## src/rtl/wave_seq_pkg.sv

```systemverilog
// Shared definitions for the wave sequencer: generator wave codes, per-wave
// period lengths and the controller state encoding.
package wave_seq_pkg;

  typedef enum logic [1:0] {
    WAVE_SQUARE = 2'd0,
    WAVE_SAW    = 2'd1,
    WAVE_TRI    = 2'd2,
    WAVE_OFF    = 2'd3
  } wave_t;

  typedef enum logic [1:0] {
    ST_IDLE = 2'd0,
    ST_LOAD = 2'd1,
    ST_RUN  = 2'd2
  } state_t;

  localparam int PER_W = 6;
  localparam logic [PER_W-1:0] PER_SQUARE = 6'd32;
  localparam logic [PER_W-1:0] PER_SAW    = 6'd16;
  localparam logic [PER_W-1:0] PER_TRI    = 6'd32;
  localparam logic [PER_W-1:0] PER_OFF    = 6'd32;

  function automatic logic [PER_W-1:0] period_of(wave_t w);
    period_of = PER_OFF;
    case (w)
      WAVE_SQUARE: period_of = PER_SQUARE;
      WAVE_SAW:    period_of = PER_SAW;
      WAVE_TRI:    period_of = PER_TRI;
      WAVE_OFF:    period_of = PER_OFF;
    endcase
  endfunction

endpackage

```

## src/rtl/wave_seq_table.sv

```systemverilog
// Four-entry program table: one synchronous write port, combinational read
// by entry index.
module wave_seq_table
  import wave_seq_pkg::*;
#(
  parameter int REP_W = 8
) (
  input  logic             clk,
  input  logic             rst,
  input  logic             we,
  input  logic [1:0]       waddr,
  input  logic [REP_W+2:0] wdata,
  input  logic [1:0]       raddr,
  output logic             rd_last,
  output wave_t            rd_wave,
  output logic [REP_W-1:0] rd_rep
);

  logic [3:0]       last_q;
  wave_t            wave_q [4];
  logic [REP_W-1:0] rep_q  [4];

  // NOTE: this storage is reset on purpose -- a freshly reset sequencer must
  // see a well-defined silent program that terminates at entry 3.
  always_ff @(posedge clk or posedge rst) begin
    if (rst) begin
      last_q <= 4'b1000;
      for (int i = 0; i < 4; i++) begin
        wave_q[i] <= WAVE_OFF;
        rep_q[i]  <= '0;
      end
    end else if (we) begin
      last_q[waddr] <= wdata[REP_W+2];
      wave_q[waddr] <= wave_t'(wdata[REP_W+1:REP_W]);
      rep_q[waddr]  <= wdata[REP_W-1:0];
    end
  end

  assign rd_last = last_q[raddr];
  assign rd_wave = wave_q[raddr];
  assign rd_rep  = rep_q[raddr];

endmodule

```

## src/rtl/wave_sequencer.sv

```systemverilog
// Steps a waveform generator through a four-entry program of (wave, repeat)
// entries, clearing the generator phase at the start of each entry.
module wave_sequencer
  import wave_seq_pkg::*;
#(
  parameter int REP_W = 8
) (
  input  logic             clk,
  input  logic             rst,
  input  logic             cfg_we,
  input  logic [1:0]       cfg_addr,
  input  logic [REP_W+2:0] cfg_wdata,
  input  logic             start,
  input  logic             stop,
  input  logic             loop,
  output logic [1:0]       wave_choise,
  output logic             gen_rst_n,
  output logic             busy,
  output logic [1:0]       entry_idx,
  output logic             done
);

  state_t           state_q, state_d;
  logic [1:0]       idx_q, idx_d;
  logic [PER_W-1:0] per_q, per_d;
  logic [REP_W-1:0] rep_q, rep_d;
  logic             pend_q, pend_d;
  logic             ran_q, ran_d;
  wave_t            wave_q, wave_d;
  logic             grst_q, grst_d;
  logic             busy_q, busy_d;
  logic             done_q, done_d;

  logic             rd_last;
  wave_t            rd_wave;
  logic [REP_W-1:0] rd_rep;
  logic             stop_seen, do_advance, do_halt;

  wave_seq_table #(.REP_W(REP_W)) u_table (
    .clk     (clk),
    .rst     (rst),
    .we      (cfg_we && (state_q == ST_IDLE)),
    .waddr   (cfg_addr),
    .wdata   (cfg_wdata),
    .raddr   (idx_q),
    .rd_last (rd_last),
    .rd_wave (rd_wave),
    .rd_rep  (rd_rep)
  );

  assign stop_seen = pend_q | stop;

  // NOTE: every signal driven here gets a default first, so no path leaves a
  // value unassigned and no latch is inferred.
  always_comb begin
    state_d    = state_q;
    idx_d      = idx_q;
    per_d      = per_q;
    rep_d      = rep_q;
    ran_d      = ran_q;
    wave_d     = wave_q;
    grst_d     = 1'b1;
    done_d     = 1'b0;
    pend_d     = pend_q | (stop & (state_q != ST_IDLE));
    do_advance = 1'b0;
    do_halt    = 1'b0;

    case (state_q)
      ST_IDLE: begin
        wave_d = WAVE_OFF;
        if (start) begin
          state_d = ST_LOAD;
          idx_d   = '0;
          ran_d   = 1'b0;
          pend_d  = 1'b0;
        end
      end
      ST_LOAD: begin
        if (stop_seen) begin
          do_halt = 1'b1;
        end else if (rd_rep == '0) begin
          do_advance = 1'b1;
        end else begin
          state_d = ST_RUN;
          wave_d  = rd_wave;
          grst_d  = 1'b0;
          per_d   = period_of(rd_wave);
          rep_d   = rd_rep;
          ran_d   = 1'b1;
        end
      end
      ST_RUN: begin
        // per_q reaches zero on the last cycle of each period.
        if (per_q != '0) begin
          per_d = per_q - PER_W'(1);
        end else if (stop_seen) begin
          do_halt = 1'b1;
        end else if (rep_q == REP_W'(1)) begin
          do_advance = 1'b1;
        end else begin
          rep_d = rep_q - REP_W'(1);
          per_d = period_of(wave_q) - PER_W'(1);
        end
      end
      default: do_halt = 1'b1;
    endcase

    // A wrap only happens if this pass ran at least one entry; an all-zero
    // program with loop set would otherwise spin forever.
    if (do_advance) begin
      if (!(rd_last || idx_q == 2'd3)) begin
        state_d = ST_LOAD;
        idx_d   = idx_q + 2'd1;
      end else if (loop && ran_q) begin
        state_d = ST_LOAD;
        idx_d   = '0;
        ran_d   = 1'b0;
      end else begin
        do_halt = 1'b1;
      end
    end

    if (do_halt) begin
      state_d = ST_IDLE;
      wave_d  = WAVE_OFF;
      done_d  = 1'b1;
      pend_d  = 1'b0;
    end

    busy_d = (state_d != ST_IDLE);
  end

  // NOTE: state uses non-blocking assignments so every register samples the
  // pre-edge values computed above.
  always_ff @(posedge clk or posedge rst) begin
    if (rst) begin
      state_q <= ST_IDLE;
      idx_q   <= '0;
      per_q   <= '0;
      rep_q   <= '0;
      pend_q  <= 1'b0;
      ran_q   <= 1'b0;
      wave_q  <= WAVE_OFF;
      grst_q  <= 1'b0;
      busy_q  <= 1'b0;
      done_q  <= 1'b0;
    end else begin
      state_q <= state_d;
      idx_q   <= idx_d;
      per_q   <= per_d;
      rep_q   <= rep_d;
      pend_q  <= pend_d;
      ran_q   <= ran_d;
      wave_q  <= wave_d;
      grst_q  <= grst_d;
      busy_q  <= busy_d;
      done_q  <= done_d;
    end
  end

  assign wave_choise = wave_q;
  assign gen_rst_n   = grst_q;
  assign busy        = busy_q;
  assign entry_idx   = idx_q;
  assign done        = done_q;

endmodule

```

## config.mk

```make
export PLATFORM = sky130hd
export DESIGN_NAME = wave_sequencer
export DESIGN_NICKNAME = d
export VERILOG_FILES = /design/src/rtl/wave_seq_pkg.sv /design/src/rtl/wave_seq_table.sv /design/src/rtl/wave_sequencer.sv
export SDC_FILE = /design/constraint.sdc
export NUM_CORES = 1
export LEC_CHECK = 0
export BUFFER_PORTS_ARGS = -buffer_cell sky130_fd_sc_hd__buf_4
export CORE_MARGIN = 3
export CORE_UTILIZATION = 38
export CTS_CLUSTER_DIAMETER = 30
export CTS_CLUSTER_SIZE = 8
export DETAILED_ROUTE_END_ITERATION = 6
export SLEW_MARGIN = 20
export SYNTH_ARGS = -nofsm -noshare
export SYNTH_HDL_FRONTEND = slang
export SYNTH_HIERARCHICAL = 1
export SYNTH_SLANG_ARGS = --single-unit
```

## constraint.sdc

```tcl
create_clock -name clk -period 2.6 [get_ports clk]
set_clock_uncertainty 0.2 [all_clocks]
set_input_delay 0.26 -clock clk [delete_from_list [all_inputs] [get_ports clk]]
set_output_delay 0.26 -clock clk [all_outputs]
set_load 0.01 [all_outputs]
```

* After elaboration in Yosys (flattened, before gate mapping)
Cells that the tools add are included.
Word-level totals: flip-flop bits (word level) 69, latch bits 0, memory bits (writable) 0, bits in read-only memories 0, input port bits 19, memories kept 0
Cells by class: $add $sub $neg 4, $mul 0, divide/modulo/power cells 0, $lt $le $gt $ge 6, equal/unequal tests 19, shifts and indexed selects 0, multiplexer cells 77, bitwise gates (word level) 5, reductions and logical operators 19
Operators with widths (count):
- $mux 8 | 8
- $mux 6 | 9
- $mux 2 | 18
- $pmux 6 s2 | 3
- $bwmux 32 | 1
- $mux 1 | 24
- $bmux 8 s2 | 1
- $demux 8 s2 | 1
- $pmux 8 s2 | 1
- $eq 2x2->1 const B | 6
- $ne 3x3->1 const B | 4
- $sub 6x1->6 const B | 2
- $ne 2x2->1 const B | 5
- $bwmux 8 | 1
- $eq 8x1->1 const B | 1
- $logic_not 8->1 | 1
- $pmux 2 s2 | 2
- $sub 8x1->8 const B | 1
- $eq 2x1->1 const B | 3
- $ge 3x3->1 const B | 2
- $logic_not 2->1 | 3
- $lt 2x3->1 const B | 2
- $not 2->3 | 2
- $reduce_and 6->1 | 1
- 20 further kinds | 28

* Logic depth before layout (Yosys ltp)
depth in word-level cells 13, gate-level depth with buffers 9, mapped depth without buffers 8

* Hierarchy
The synthesis kept the hierarchy.
By module, submodules not included:
- wave_seq_table | instances 1, cells an instance 110, area each 2054.5 um2
- wave_sequencer | instances 1, cells an instance 187, area each 1677.9 um2

* Least setup slack after synthesis
Ideal clock, no wire load.
kind flip-flop to flip-flop, start point register idx_q[0] (netlist: entry_idx[0]), end point register, netlist name rep_q[4], library setup time 0.065 ns, arrival time 2.510 ns, data required time 2.335 ns, setup slack -0.175 ns, stages on the path, launching flop included 10, clock period less this slack 2.775 ns, cell sequence dfrtp_1 > buf_4 > mux4_2 > nor4_1 > and3_1 > nand2b_1 > buf_2 > or2_1 > buf_4 > o22a_1
RTL lines:
- from (decl) | line wave_sequencer.sv:24 | logic [1:0] idx_q, idx_d;
- from (signal assigned) | line wave_sequencer.sv:149 | idx_q <= idx_d;

* Final worst setup path
start point register idx_q[0] (netlist: entry_idx[0]), end point register per_q[5]
On the way: elaborated cells on any way between the ends 19, those cells by class 4 x eq/ne; 10 x mux; 1 x bitwise; 4 x reduce/logical
RTL lines:
- $not 2->3 (not written as such) | line wave_seq_table.sv:41 | assign rd_rep = rep_q[raddr];
- $bmux 8 s2 | line wave_seq_table.sv:41
- $mux 8 (not written as such) (2 in a row) | line wave_seq_table.sv:41
- via rd_rep[5] | line wave_sequencer.sv:36 | logic [REP_W-1:0] rd_rep;
- $logic_not 8->1 | line wave_sequencer.sv:81 | end else if (rd_rep == '0) begin
- $ne 2x2->1 (no source line)
- $reduce_and 5->1 (no source line)
- to (signal assigned) | line wave_sequencer.sv:150 | per_q <= per_d;
- to (decl) | line wave_sequencer.sv:25 | logic [PER_W-1:0] per_q, per_d;
The timed path passes the listed nets, and every way through them passes these cells. The select of a mux whose other input is x is not followed. A chain may end at the register's enable or synchronous reset.

==> impl_metrics.toml <==
[critical_path]
critical_path.max_fanout = 8
critical_path.startpoint_type = "flop"
reg2reg_depth = 7
path_depth = 7
critical_path.cell_chain = "buf_12 > mux4_2 > nor4_4 > and3_4 > nor2_1 > a22o_1 > a32o_1"
timing.critical_path.arrival_ps = 2620
largest_stage_delay_on_the_critical_path_ps = 550
worst_ep_required_time_ps = 2630
worst_path_max_delay_cell = "mux4_2"
critical-path-top-delay-family = "simple AND/OR/NAND/NOR gates"
timing.setup.critical_path_class = "reg -> reg"
cp-end-kind = "flop"
worstPathBufferInverterCount = 1

[power_and_ir_drop]
share_clk_of_total_power_pct = 16.8
total_leakage_power_nw = 2.01
vdd.ir_drop.worst_v = 0.000445
netSwitchingFraction_pct = 36.1
p_total_mw = 5.15
portion_of_total_power_attributed_to_sequential_cells_pct = 39.1
internal-power_mw = 3.29
cellPowerDensity_nw_per_um2 = 1120
power.share.combinational_pct = 44.1
total_switching_power_mw = 1.86

[layout]
number_of_filler_instances_in_the_final_layout = 860
layout_commonest_cell = "dfrtp_1"
area_growth_syn_to_layout_pct = 23.0
num-nets-final = 387
fin_area_um2 = 4590
most-common-layout-cells = "57 x dfrtp_1, 51 x buf_4, 30 x mux2_4"
drive_above_1_share_pct = 42.2
antenna-diode-count = 0
finalCoreUtilization_pct = 49.0

[floorplanning]
pin_count = 26
die-area_um2 = 11000
initial_util_pct = 39.8
design.core.area_um2 = 9370
placementRows = 35
die_width_um = 105
chipHeight_um = 105

[worst_hold_path]
whs_path_depth = 3
worstHoldPathType = "in -> reg"

[sta]
slew_violations = 0
slew_headroom_pct = 62.7
final.setup.tns_ps = 0
setup-violations-final = 0
fmax_mhz = 387
min_period_ps = 2580
slew_at_the_pin_with_the_worst_max_slew_slack_ps = 559
final_critical_path_setup_slack_ps = 17.0
timing.final.crit_share_pct = 99.3
grt_setup_unrepaired = "yes"
hold_violations = 0

[drt]
iteration_0_drc_markers = 102
drc = 0
wirelength_um = 8190
vias_per_cell = 5.35
detailroute.via_count = 2641
route.detailed.wl_per_inst_um = 16.6
postRouteAntennaNets = 0
drt_first_pass_iters = 4

[global_routing]
grt_antenna_before_repair = 0
grt.overflow.total = 0
first_global_vias = 2691
grt_start_max_net_pins = 45
grt_pass1_wl_um = 13800
global_route.usage.total_pct = 15.4

[synth]
post_synth_edffs = 0
dominantRegCellSynth = "dfrtp_1"
synthArstFlopShare_pct = 100
seq_area_frac_synth_pct = 46.6
synthesis.nets = 324
ys_seq_elements = 69
synth_area_per_cell_um2 = 12.6
yosysWarnings = 6
syn-instance-count = 297
mappedNetlistArea_um2 = 3730
yosysUniqueCellTypes = 58

[job]
maxCapViolations = 0

[placement]
place_hpwl_um = 5740
detailed_place.area_um2 = 4190
dp_slack_ps = -73.6
finalWeightedCongestion = 0.868
placement.io_buffers = 25

[run_status]
outcome = "finished clean"

[clock_network]
clock_tree_from_tritoncts = "done"
cts_buffers = 9
cts.path.max_buffers = 2
cts.sinks = 69
clk_pin_slew_worst_paths_ps = 80
clkLatencyLatePin_ps = 340
clockRootBuffer = "clkbuf_8"
cts.htree.levels = 3
-- routing by layer --
metal	up-vias	global-route usage [%]	wire length, um
li1	1235	-	-
met1	1342	21.7	4040
met2	53	24.6	3840
met3	11	3.27	248
met4	0	3.28	57
met5	-	0	0
-- registers in the layout, indices dropped and copies added (netlist names) --
signal / count
u_table/rep_q: 32
rep_q: 8
u_table/wave_q: 8
per_q: 6
u_table/last_q: 4
entry_idx: 2
state_q: 2
wave_choise: 2
busy: 1
done: 1
gen_rst_n: 1
pend_q: 1
ran_q: 1
-- worst reg2reg max path, stage by stage, from the launching register on --
cell	delay (ps)
dfrtp_2	380
buf_12	140
mux4_2	560
nor4_4	370
and3_4	290
nor2_1	80
a22o_1	260
a32o_1	220
-- kinds of logic after synthesis --
| kind of cell | count (synthesis) | share of synthesized area (%) |
|---|---|---|
| simple gates | 80 | 12.1 |
| mux | 57 | 23.5 |
| flops | 69 | 46.6 |
| buf+inv | 24 | 3.32 |
| xor+xnor | 2 | 0.469 |
| compound gates | 57 | 11.3 |
| fa+ha+maj | 8 | 2.68 |
-- power groups by stage --
stage	clock network, mW	logic (mW)	registers [mW]
4_1_cts	0.891	2.20	2.00
2_1_floorplan	0	1.62	1.93
6_report	0.867	2.27	2.01
5_1_grt	0.926	2.49	2.08
3_5_place_dp	0	2.17	2.02
3_3_place_gp	0	2.13	2.01
-- metrics by stage --
step | hold WS, ps | std cells
after global routing | 69.0 | 494
after floorplan | 85.8 | 297
after detailed placement | 164 | 461
after CTS | 39.6 | 491
final | 45.4 | 494
after global placement | 160 | 461
-- Yosys cell counts, drive strengths merged (2+ instances only) --
| master | number | area (um^2) |
|---|---|---|
| a21oi | 8 | 40.0 |
| nand2b | 6 | 45.0 |
| inv | 12 | 45.0 |
| a211oi | 4 | 30.0 |
| dfstp | 11 | 289 |
| o31ai | 7 | 57.6 |
| o211ai | 2 | 15.0 |
| a2bb2oi | 3 | 43.8 |
| nand2 | 13 | 48.8 |
| clkbuf | 3 | 11.3 |
| a32o | 2 | 20.0 |
| nor4 | 9 | 71.3 |
| nor2 | 23 | 96.4 |
| o21ai | 11 | 55.1 |
| nand3b | 3 | 22.5 |
| mux4 | 11 | 248 |
| nor3 | 7 | 35.0 |
| buf | 9 | 67.6 |
| nand3 | 8 | 40.0 |
| ha | 8 | 100 |
| o22ai | 4 | 25.0 |
| a31oi | 3 | 18.8 |
| dfrtp | 58 | 1450 |
| o22a | 3 | 26.3 |
| mux2i | 2 | 20.0 |
| nor2b | 2 | 12.5 |
| mux2 | 44 | 608 |
-- worst paths after layout --
kind,end,startpoint,slack (ps)
worst min-delay path,pend_q$_DFF_PP0_,start,50
worst max register to register,per_q[5]$_DFFE_PP0P_,entry_idx[0]$_DFF_PP0_,20
min in group asynchronous,rep_q[5]$_DFFE_PP0P_,rst,340
worst min register to register,u_table/rep_q[24]$_DFFE_PP0P_,u_table/rep_q[24]$_DFFE_PP0P_,310
worst max-delay path,per_q[5]$_DFFE_PP0P_,entry_idx[0]$_DFF_PP0_,20
max in group asynchronous,u_table/wave_q[4]$_DFFE_PP1P_,rst,1380
-- repair_timing --
| action | 4_1_cts | 5_1_grt |
|---|---|---|
| hold endpoints to repair | 102 | 0 |
| setup buffers | 2 | 3 |
| endpoints found under the setup margin | 16 | 18 |
| hold buffers | 12 | 0 |
| pin swaps | 0 | 6 |
| resized for setup | 1 | 7 |
-- final cells by class --
cell class | count | area [um^2] | share of cell area [%]
clock inverter | 6 | 62.6 | 1.36
clock buffer | 10 | 128 | 2.78
tap | 129 | 161 | 3.51
sequential | 69 | 1740 | 37.9
inverter | 12 | 45.0 | 0.981
timing repair buffer | 64 | 523 | 11.4
multi-input combinational | 204 | 1930 | 42.0
Note: power is estimated with default switching activity, not from simulation.
